<file path="src/rtl/tile_map_pkg.sv">
// Shared constants, state encoding and address helper
// for the VGA tile-map engine.
package tile_map_pkg;

    localparam int DEF_COLS       = 20;
    localparam int DEF_ROWS       = 15;
    localparam int DEF_TILE_SHIFT = 5;
    localparam int DEF_IDX_W      = 4;

    typedef enum logic {
        IDLE = 1'b0,
        FILL = 1'b1
    } state_t;

    function automatic int addr_w(input int cols, input int rows);
        return (cols * rows > 1) ? $clog2(cols * rows) : 1;
    endfunction

endpackage

</file>
<file path="src/rtl/tile_map_ram.sv">
// Tile index register array: per-entry reset value,
// one synchronous write port, one registered read port.
module tile_map_ram
    import tile_map_pkg::*;
#(
    parameter int DEPTH      = DEF_COLS * DEF_ROWS,
    parameter int AW         = addr_w(DEF_COLS, DEF_ROWS),
    parameter int IDX_W      = DEF_IDX_W,
    parameter int RESET_TILE = 1
) (
    input  logic             clk,
    input  logic             rst,
    input  logic             we,
    input  logic [AW-1:0]    wr_addr,
    input  logic [IDX_W-1:0] wr_data,
    input  logic [AW-1:0]    rd_addr,
    output logic [IDX_W-1:0] rd_data
);

    logic [IDX_W-1:0] mem [DEPTH];

    always_ff @(posedge clk or negedge rst) begin
        if (!rst) begin
            for (int i = 0; i < DEPTH; i++) begin
                mem[i] <= IDX_W'(RESET_TILE);
            end
        end else if (we) begin
            mem[wr_addr] <= wr_data;
        end
    end

    // Non-blocking read: a same-edge write is not seen
    always_ff @(posedge clk or negedge rst) begin
        if (!rst) begin
            rd_data <= '0;
        end else begin
            rd_data <= mem[rd_addr];
        end
    end

endmodule

</file>
<file path="src/rtl/tile_map_engine.sv">
// Tile-map store with single writes, bulk fill sweep and
// a two-stage per-pixel tile lookup for the VGA path.
module tile_map_engine
    import tile_map_pkg::*;
#(
    parameter int COLS       = DEF_COLS,
    parameter int ROWS       = DEF_ROWS,
    parameter int TILE_SHIFT = DEF_TILE_SHIFT,
    parameter int IDX_W      = DEF_IDX_W,
    parameter int RESET_TILE = 1
) (
    input  logic                    clk,
    input  logic                    rst,
    input  logic [9:0]              h_cnt,
    input  logic [9:0]              v_cnt,
    input  logic                    valid,
    input  logic                    wr_en,
    input  logic [$clog2(COLS)-1:0] wr_col,
    input  logic [$clog2(ROWS)-1:0] wr_row,
    input  logic [IDX_W-1:0]        wr_idx,
    output logic                    wr_ready,
    input  logic                    fill_req,
    input  logic [IDX_W-1:0]        fill_idx,
    output logic                    fill_busy,
    output logic                    fill_done,
    output logic                    out_valid,
    output logic [IDX_W-1:0]        out_idx,
    output logic [TILE_SHIFT-1:0]   out_px_x,
    output logic [TILE_SHIFT-1:0]   out_px_y
);

    localparam int CW    = $clog2(COLS);
    localparam int RW    = $clog2(ROWS);
    localparam int AW    = addr_w(COLS, ROWS);
    localparam int DEPTH = COLS * ROWS;
    localparam logic [AW-1:0] LAST = AW'(DEPTH - 1);

    state_t           state;
    state_t           state_nx;
    logic [AW-1:0]    ptr;
    logic [IDX_W-1:0] fill_val;

    logic             ram_we;
    logic [AW-1:0]    ram_wr_addr;
    logic [IDX_W-1:0] ram_wr_data;
    logic [AW-1:0]    ram_rd_addr;
    logic [IDX_W-1:0] ram_rd_data;

    logic             wr_in_map;
    logic             wr_ok;
    logic [AW-1:0]    wr_addr;

    logic [9:0]       h_tile;
    logic [9:0]       v_tile;
    logic             pix_in;

    logic [CW-1:0]         s1_col;
    logic [RW-1:0]         s1_row;
    logic [TILE_SHIFT-1:0] s1_px_x;
    logic [TILE_SHIFT-1:0] s1_px_y;
    logic                  s1_in;

    always_ff @(posedge clk or negedge rst) begin
        if (!rst) begin
            state <= IDLE;
        end else begin
            state <= state_nx;
        end
    end

    always_comb begin
        state_nx = state;
        unique case (state)
            IDLE: if (fill_req) state_nx = FILL;
            FILL: if (ptr == LAST) state_nx = IDLE;
            default: state_nx = IDLE;
        endcase
    end

    assign fill_busy = (state == FILL);
    assign wr_ready  = (state == IDLE);

    always_ff @(posedge clk or negedge rst) begin
        if (!rst) begin
            ptr       <= '0;
            fill_val  <= '0;
            fill_done <= 1'b0;
        end else begin
            fill_done <= fill_busy && (ptr == LAST);
            if (!fill_busy && fill_req) begin
                ptr      <= '0;
                fill_val <= fill_idx;
            end else if (fill_busy) begin
                ptr <= ptr + 1'b1;
            end
        end
    end

    assign wr_in_map = ({1'b0, wr_col} < (CW + 1)'(COLS))
                    && ({1'b0, wr_row} < (RW + 1)'(ROWS));
    assign wr_ok     = wr_en && wr_ready && wr_in_map;
    assign wr_addr   = AW'(wr_row) * AW'(COLS) + AW'(wr_col);

    // Fill sweep owns the write port while busy
    always_comb begin
        ram_we      = wr_ok;
        ram_wr_addr = wr_addr;
        ram_wr_data = wr_idx;
        if (fill_busy) begin
            ram_we      = 1'b1;
            ram_wr_addr = ptr;
            ram_wr_data = fill_val;
        end
    end

    assign h_tile = h_cnt >> TILE_SHIFT;
    assign v_tile = v_cnt >> TILE_SHIFT;
    assign pix_in = valid
                 && ({1'b0, h_tile} < 11'(COLS))
                 && ({1'b0, v_tile} < 11'(ROWS));

    always_ff @(posedge clk or negedge rst) begin
        if (!rst) begin
            s1_col  <= '0;
            s1_row  <= '0;
            s1_px_x <= '0;
            s1_px_y <= '0;
            s1_in   <= 1'b0;
        end else begin
            s1_in <= pix_in;
            if (pix_in) begin
                s1_col  <= CW'(h_tile);
                s1_row  <= RW'(v_tile);
                s1_px_x <= h_cnt[TILE_SHIFT-1:0];
                s1_px_y <= v_cnt[TILE_SHIFT-1:0];
            end else begin
                s1_col  <= '0;
                s1_row  <= '0;
                s1_px_x <= '0;
                s1_px_y <= '0;
            end
        end
    end

    assign ram_rd_addr = AW'(s1_row) * AW'(COLS) + AW'(s1_col);

    always_ff @(posedge clk or negedge rst) begin
        if (!rst) begin
            out_valid <= 1'b0;
            out_px_x  <= '0;
            out_px_y  <= '0;
        end else begin
            out_valid <= s1_in;
            out_px_x  <= s1_px_x;
            out_px_y  <= s1_px_y;
        end
    end

    // Out-of-map pixels read entry 0; mask it off
    assign out_idx = out_valid ? ram_rd_data : '0;

    tile_map_ram #(
        .DEPTH      (DEPTH),
        .AW         (AW),
        .IDX_W      (IDX_W),
        .RESET_TILE (RESET_TILE)
    ) u_ram (
        .clk     (clk),
        .rst     (rst),
        .we      (ram_we),
        .wr_addr (ram_wr_addr),
        .wr_data (ram_wr_data),
        .rd_addr (ram_rd_addr),
        .rd_data (ram_rd_data)
    );

endmodule

</file>
<file path="config.mk">
export PLATFORM = sky130hd
export DESIGN_NAME = tile_map_engine
export DESIGN_NICKNAME = d
export VERILOG_FILES = /design/src/rtl/tile_map_pkg.sv /design/src/rtl/tile_map_ram.sv /design/src/rtl/tile_map_engine.sv
export SDC_FILE = /design/constraint.sdc
export NUM_CORES = 2
export LEC_CHECK = 0
export ABC_AREA = 1
export CAP_MARGIN = 20
export CORE_ASPECT_RATIO = 1.4
export CORE_UTILIZATION = 50
export DETAILED_ROUTE_END_ITERATION = 8
export HOLD_SLACK_MARGIN = 0.06
export PLACE_DENSITY = 0.66
export REMOVE_ABC_BUFFERS = 1
export SYNTH_ARGS = -nofsm -noshare
export SYNTH_HDL_FRONTEND = slang
export SYNTH_SLANG_ARGS = --single-unit
</file>
<file path="constraint.sdc">
create_clock -name clk -period 4.4 [get_ports clk]
set_clock_uncertainty 0.15 [all_clocks]
set_input_delay 0.66 -clock clk [delete_from_list [all_inputs] [get_ports clk]]
set_output_delay 0.66 -clock clk [all_outputs]
set_load 0.05 [all_outputs]
</file>
-- Word level (Yosys, flattened, before mapping)
Index checks and enable logic that the tools add are counted.
- add/sub/neg operators: 3
- multiply operators: 2
- div/mod/pow operators: 0
- $lt $le $gt $ge: 7
- equality and inequality tests: 1
- shift operators: 0
- mux-type cells: 19
- bitwise logic cells: 3
- reduce and logical (&&, ||, !) cells: 10
- operators with widths (operator ; number):
    $bwmux W1200 ; 1
    $bmux W4 S9 ; 1
    $demux W4 S9 ; 1
    $mux W9 ; 3
    $mux W4 ; 6
    $ge A10 B10 Y1 const B ; 2
    $not A9 Y10 ; 2
    $add A9 B5 Y9 ; 2
    $mux W5 ; 3
    $mul A4 B3 Y7 const B ; 2
    $lt A10 B1 Y1 const B ; 1
    $lt A5 B5 Y1 const B ; 2
    $add A9 B1 Y9 const B ; 1
    $eq A9 B9 Y1 const B ; 1
    $logic_and A1 B1 Y1 ; 8
    $lt A5 B4 Y1 const B ; 1
    $lt A4 B4 Y1 const B ; 1
    $mux W1 ; 3
    $pmux W1 S2 ; 1
    $reduce_bool A2 Y1 ; 1
    $logic_not A1 Y1 ; 1
    $not A1 Y1 ; 1
- flip-flop bits (word level): 1250
- bits in latches: 0
- bits in writable memories: 0
- bits in read-only memories: 0
- input bits: 42
- output and inout port bits: 18
- memories kept: 0

-- Depth between registers and ports, before layout
- depth in word-level cells: 9
- depth in mapped cells: 19

-- Modules after synthesis
A second synthesis with hierarchy kept.
- cell total of the unflattened synthesis: 7485
- area total of the unflattened synthesis: 58612.5 um^2
- modules (own cells, without submodules) (module ; times used ; cells each ; area an instance (um^2) ; sequential area each (um^2)):
    tile_map_ram ; 1 ; 7194 ; 56197.6 ; 30504.3
    tile_map_engine ; 1 ; 291 ; 2414.8 ; 1151.1

-- Worst setup path before layout
No wires, ideal clock.
- path kind: in2reg
- from: in wr_row[1]
- to: reg u_ram.mem[877] in the netlist's numbering
- setup time: 117 ps
- arrival time: 2940 ps
- slack: 1193 ps
- stages on the path: 15
- path buffers: 2
- cells stage by stage: ha_1 -> ha_1 -> fa_1 -> inv_1 -> nor2_1 -> xnor2_1 -> nand2_1 -> o21ai_2 -> inv_2 -> nor2_1 -> buf_4 -> buf_6 -> nand3_1 -> nand2_1 -> nand2_1
- cells in the longest elaborated chain, start to end: 9
- elaborated cells on any way between the ends: 14
- those cells by class: add/sub: 1; mul: 1; order compare: 3; mux: 5; bitwise: 1; reduce/logical: 3
- RTL lines (item ; RTL line ; RTL):
    start, declared ; tile_map_engine.sv:19 ; input logic [$clog2(ROWS)-1:0] wr_row,
    $mul A4 B3 Y7 ; tile_map_engine.sv:102 ; assign wr_addr = AW'(wr_row) * AW'(COLS) + AW'(wr_col);
    $add A9 B5 Y9 ; tile_map_engine.sv:102 ;
    $mux W9 ; tile_map_engine.sv:109 ; if (fill_busy) begin
    $not A9 Y10 (not written as such) ; tile_map_ram.sv:28 ; mem[wr_addr] <= wr_data;
    $ge A10 B10 Y1 (not written as such) or $lt A10 B1 Y1 (tied branches) ; tile_map_ram.sv:28 ;
    $logic_and A1 B1 Y1 (not written as such) ; tile_map_ram.sv:28 ;
    $mux W4 (not written as such) ; tile_map_ram.sv:28 ;
    $demux W4 S9 ; tile_map_ram.sv:28 ;
    $bwmux W1200 ; tile_map_ram.sv:28 ;
    end signal, assigned by index ; tile_map_ram.sv:25 ; mem[i] <= IDX_W'(RESET_TILE);
    end signal, assigned by index ; tile_map_ram.sv:28 ;
    end, declared ; tile_map_ram.sv:20 ; logic [IDX_W-1:0] mem [DEPTH];
Several ways; a longest one is shown, not always the timed one.
A chain may end at the register's enable or synchronous reset.

-- Worst setup path after layout
- from: reg s1_row[0]
- to: reg u_ram.rd_data[0]
- cells in the longest elaborated chain, start to end: 6
- RTL lines (item ; RTL line ; RTL):
    start, declared ; tile_map_engine.sv:58 ; logic [RW-1:0] s1_row;
    start signal, assigned ; tile_map_engine.sv:133 ; s1_row <= RW'(v_tile);
    $mul A4 B3 Y7 ; tile_map_engine.sv:145 ; assign ram_rd_addr = AW'(s1_row) * AW'(COLS) + AW'(s1_col);
    $add A9 B5 Y9 ; tile_map_engine.sv:145 ;
    $not A9 Y10 (not written as such) ; tile_map_ram.sv:37 ; rd_data <= mem[rd_addr];
    $bmux W4 S9 ; tile_map_ram.sv:37 ;
    $mux W4 (not written as such) (2 in series) ; tile_map_ram.sv:37 ;
    end signal, assigned ; tile_map_ram.sv:37 ;
    end, declared ; tile_map_ram.sv:17 ; output logic [IDX_W-1:0] rd_data
Every way passes these cells. The select of a mux whose other input is x is not followed.

==> impl_results.md <==
* Setup TNS at 0 ps
* Synth Flop Type: dfrtp_1
* Clk buf depth at 3
* Distinct cells, synth at 47
* DR pass1 iterations at 7
* Overflow after GRT at 0
* Clock Latency Late Sink at 780 ps
* Mean Syn Cell Area at 7.42 sq um
* Endpoints failing hold at 0
* Pwr per Cell Area at 580 nW/um^2
* Most frequent cells in the layout: 3757 x nand2_1, 1205 x nand4_1, 948 x dfrtp_1
* Commonest non-fill, non-tap cell in the layout: nand2_1
* Synth async-reset ratio at 100%
* Run status: finished, final reports clean
* Hold Path Cell Cnt at 0
* Seq/Total Area, Yosys at 47.4%
* Final count of negative-setup-slack endpoints at 0
* WL/cell at 20.6 um
* Hold Path Origin: s1_px_x[1]
* Chip Width at 311 um
* Initial antenna violation count at 1
* WL final at 216 mm
* Via Count at 63200
* Num CTS Buffers at 131
* Critical Path Slowest Stage Cell: clkinv_1
* Sequential cell area at 31700 sq um
* Final worst-path setup slack at 644 ps
* WP data arrival at 4250 ps
* R2R Path End: u_ram.rd_data[0]
* Die Y at 435 um
* Max_cap viols at 0
* Final cycle utilization of the critical path at 85.4%
* Critical Path, Cell by Cell: ha_1, ha_1, nand3_1, nand3_1, xor2_2, clkinv_1, nand3_1, nand3_1, nand3_1, nand2_1, nand2_1, nand2_1
* Hold crit path type: reg -> reg
* Filler instances at 12400
* Delay-heaviest family, CP: simple AND/OR/NAND/NOR gates
* ANT nets after route at 0
* Vias in the first global route at 61000
* Synthesis-to-layout area growth at 11.0%
* Synth Cell Area at 66800 sq um
* Multiplexer share of the synthesized area at 0%
* Min-Delay Endpoint: out_px_x[1]
* All-Layer GR Usage at 31.7%
* Multi-input logic area at 30500 sq um
* Fin nets at 8695
* Final min period at 3760 ps
* Gp weighted congestion at 0.906
* I/O pins at 60
* Crit Path Max Fanout at 19
* Worst Path Buf+Inv at 1
* Synthesized-area fraction occupied by and/or/nand/nor cells at 41.5%
* Most used cell, CP: nand3_1
* DRC at 0
* R2R Setup Slk at 640 ps
* First-pass GRT wire length at 342 mm
* Final Power at 43.0 mW
* Ant. Diodes at 0
* Area share of fa/ha/maj cells after synthesis at 0.401%
* CP startpoint: s1_row[0]
* Clock sink total at 1250
* CTS Root Cell: clkbuf_16
* DP HPWL at 130 mm
* Post-Synth XOR/XNOR Area at 0.131%
* Compound-cell area share of the yosys netlist at 3.25%
* Reg clk slew, reported paths at 60 ps
* Largest stage delay, worst path at 690 ps
* Kind of start point of the critical path: flop
* Row count at 158
* Die ar. at 135000 sq um
* Cells after Synth at 9012
* WS Path Type: reg -> reg
* Seq cells post-synth at 1250
* Post-CTS sizing at 0
* Slew Limit Fails at 0
* Worst hold margin at 197 ps
* YS warnings at 0
* Routed vias/inst at 6.02
* Required time worst endpoint at 4900 ps
* Port bufs at 59
* Initial Util at 50.5%
* R2R cell count at 12
* Largest net degree at the start of global routing at 156
* Worst reg2reg startpoint: s1_row[0]
* Initial DRC Count at 6372
* FMAX at 266 MHz
* Slew headroom at 36.2%
* CTS tree: built
* Worst slew pin tran at 958 ps
* Worst vdd ir at 400 uV
* Core footprint at 132000 sq um
* H-tree levels at 4
* Post-place setup slack at 90.5 ps
* RSZ-0062 raised after global routing: no
* Post-synth EDFFs at 0
* Share of layout cells above drive strength 1 at 10.2%
* Pleak at 36.2 nW
* Largest family of logic cells by synthesized area: simple AND/OR/NAND/NOR gates
* Crit. End Element: flop
## power by group
part	internal [mW]	switching [mW]	total, mW
Clock	6.49	4.79	11.3
Combinational	4.35	10.4	14.8
Sequential	15.2	1.79	16.9
Total	26.0	17.0	43.0
## flip-flops by register name, indices dropped and copies added (netlist names)
| signal | flops |
|---|---|
| s1_col | 5 |
| s1_in | 1 |
| fill_busy | 1 |
| out_valid | 1 |
| fill_val | 4 |
| out_px_y | 5 |
| u_ram.rd_data | 4 |
| ptr | 9 |
| u_ram.mem | 1200 |
| s1_px_y | 5 |
| out_px_x | 5 |
| s1_row | 4 |
| fill_done | 1 |
| s1_px_x | 5 |
## cells in the mapped netlist (all sizes together), types with 2 or more instances
library cell | count | area (sq um)
o2111ai | 3 | 26.3
o31ai | 2 | 15.0
o221ai | 6 | 52.6
a32o | 3 | 30.0
nor3 | 2 | 10.0
inv | 252 | 946
xnor2 | 4 | 35.0
dfrtp | 950 | 23800
and3 | 2 | 12.5
nor2 | 413 | 1590
o22ai | 6 | 37.5
nand4 | 1205 | 7540
buf | 472 | 2450
nand2 | 3762 | 14100
a21oi | 108 | 544
o211ai | 61 | 458
clkinv | 4 | 15.0
o21ai | 170 | 858
ha | 15 | 188
clkbuf | 396 | 1490
o311ai | 4 | 35.0
a22oi | 11 | 82.6
nand3 | 835 | 4400
xor2 | 6 | 52.6
or2 | 10 | 62.6
fa | 4 | 80.1
dfstp | 300 | 7880
## layout make-up
type / instances / area share, %
tap: 1760 / 2.97
clock buffer: 192 / 5.15
multi-input combinational: 6638 / 41.1
timing repair buffer: 357 / 6.14
inverter: 256 / 1.32
clock inverter: 40 / 0.582
sequential: 1250 / 42.7
## metal layers
metal	GRT usage, %	wire length, um	vias up
li1	-	-	29300
met1	39.6	85700	30900
met2	53.2	104000	2428
met3	4.97	14600	525
met4	16.6	11200	2
met5	0	8	-
## worst reg2reg max path, delay by kind of cell, from the launching register on
kind | cells | cell delay [ps]
xor+xnor | 1 | 170
simple gates | 8 | 1430
flops | 1 | 440
fa+ha+maj | 2 | 740
buf+inv | 1 | 690
## repair_timing
action / CTS / global route
endpoints found under the hold margin: 69 / 0
buffers inserted: 0 / 0
hold buffers: 1 / 0
## how the worst max path moves through the flow
stage                            end  slack, ps  cells after the start
floorplan           u_ram.rd_data[0]     -21470                      7
global placement      u_ram.mem[498]        150                     15
detailed placement    u_ram.mem[518]         90                     15
CTS                 u_ram.rd_data[0]        750                     12
global route        u_ram.rd_data[0]        560                     12
finish              u_ram.rd_data[0]        640                     12
## stage by stage
| step | area (sq um) | utilization (%) | instances |
|---|---|---|---|
| global placement | 69900 | 52.8 | 10300 |
| CTS | 74100 | 56.0 | 10500 |
| finish | 74100 | 56.0 | 10500 |
| global route | 74100 | 56.0 | 10500 |
| floorplan | 62900 | - | 8144 |
| detailed placement | 69900 | 52.8 | 10300 |
## kinds of logic after synthesis
| group | Yosys count |
|---|---|
| and+or+nand+nor | 6231 |
| buffers and inverters | 1124 |
| adders and majority gates | 19 |
| AOI/OAI and AO/OA | 378 |
| DFF | 1250 |
| xor gates and xnor gates | 10 |
No activity file was read; power rests on OpenSTA's default activity.
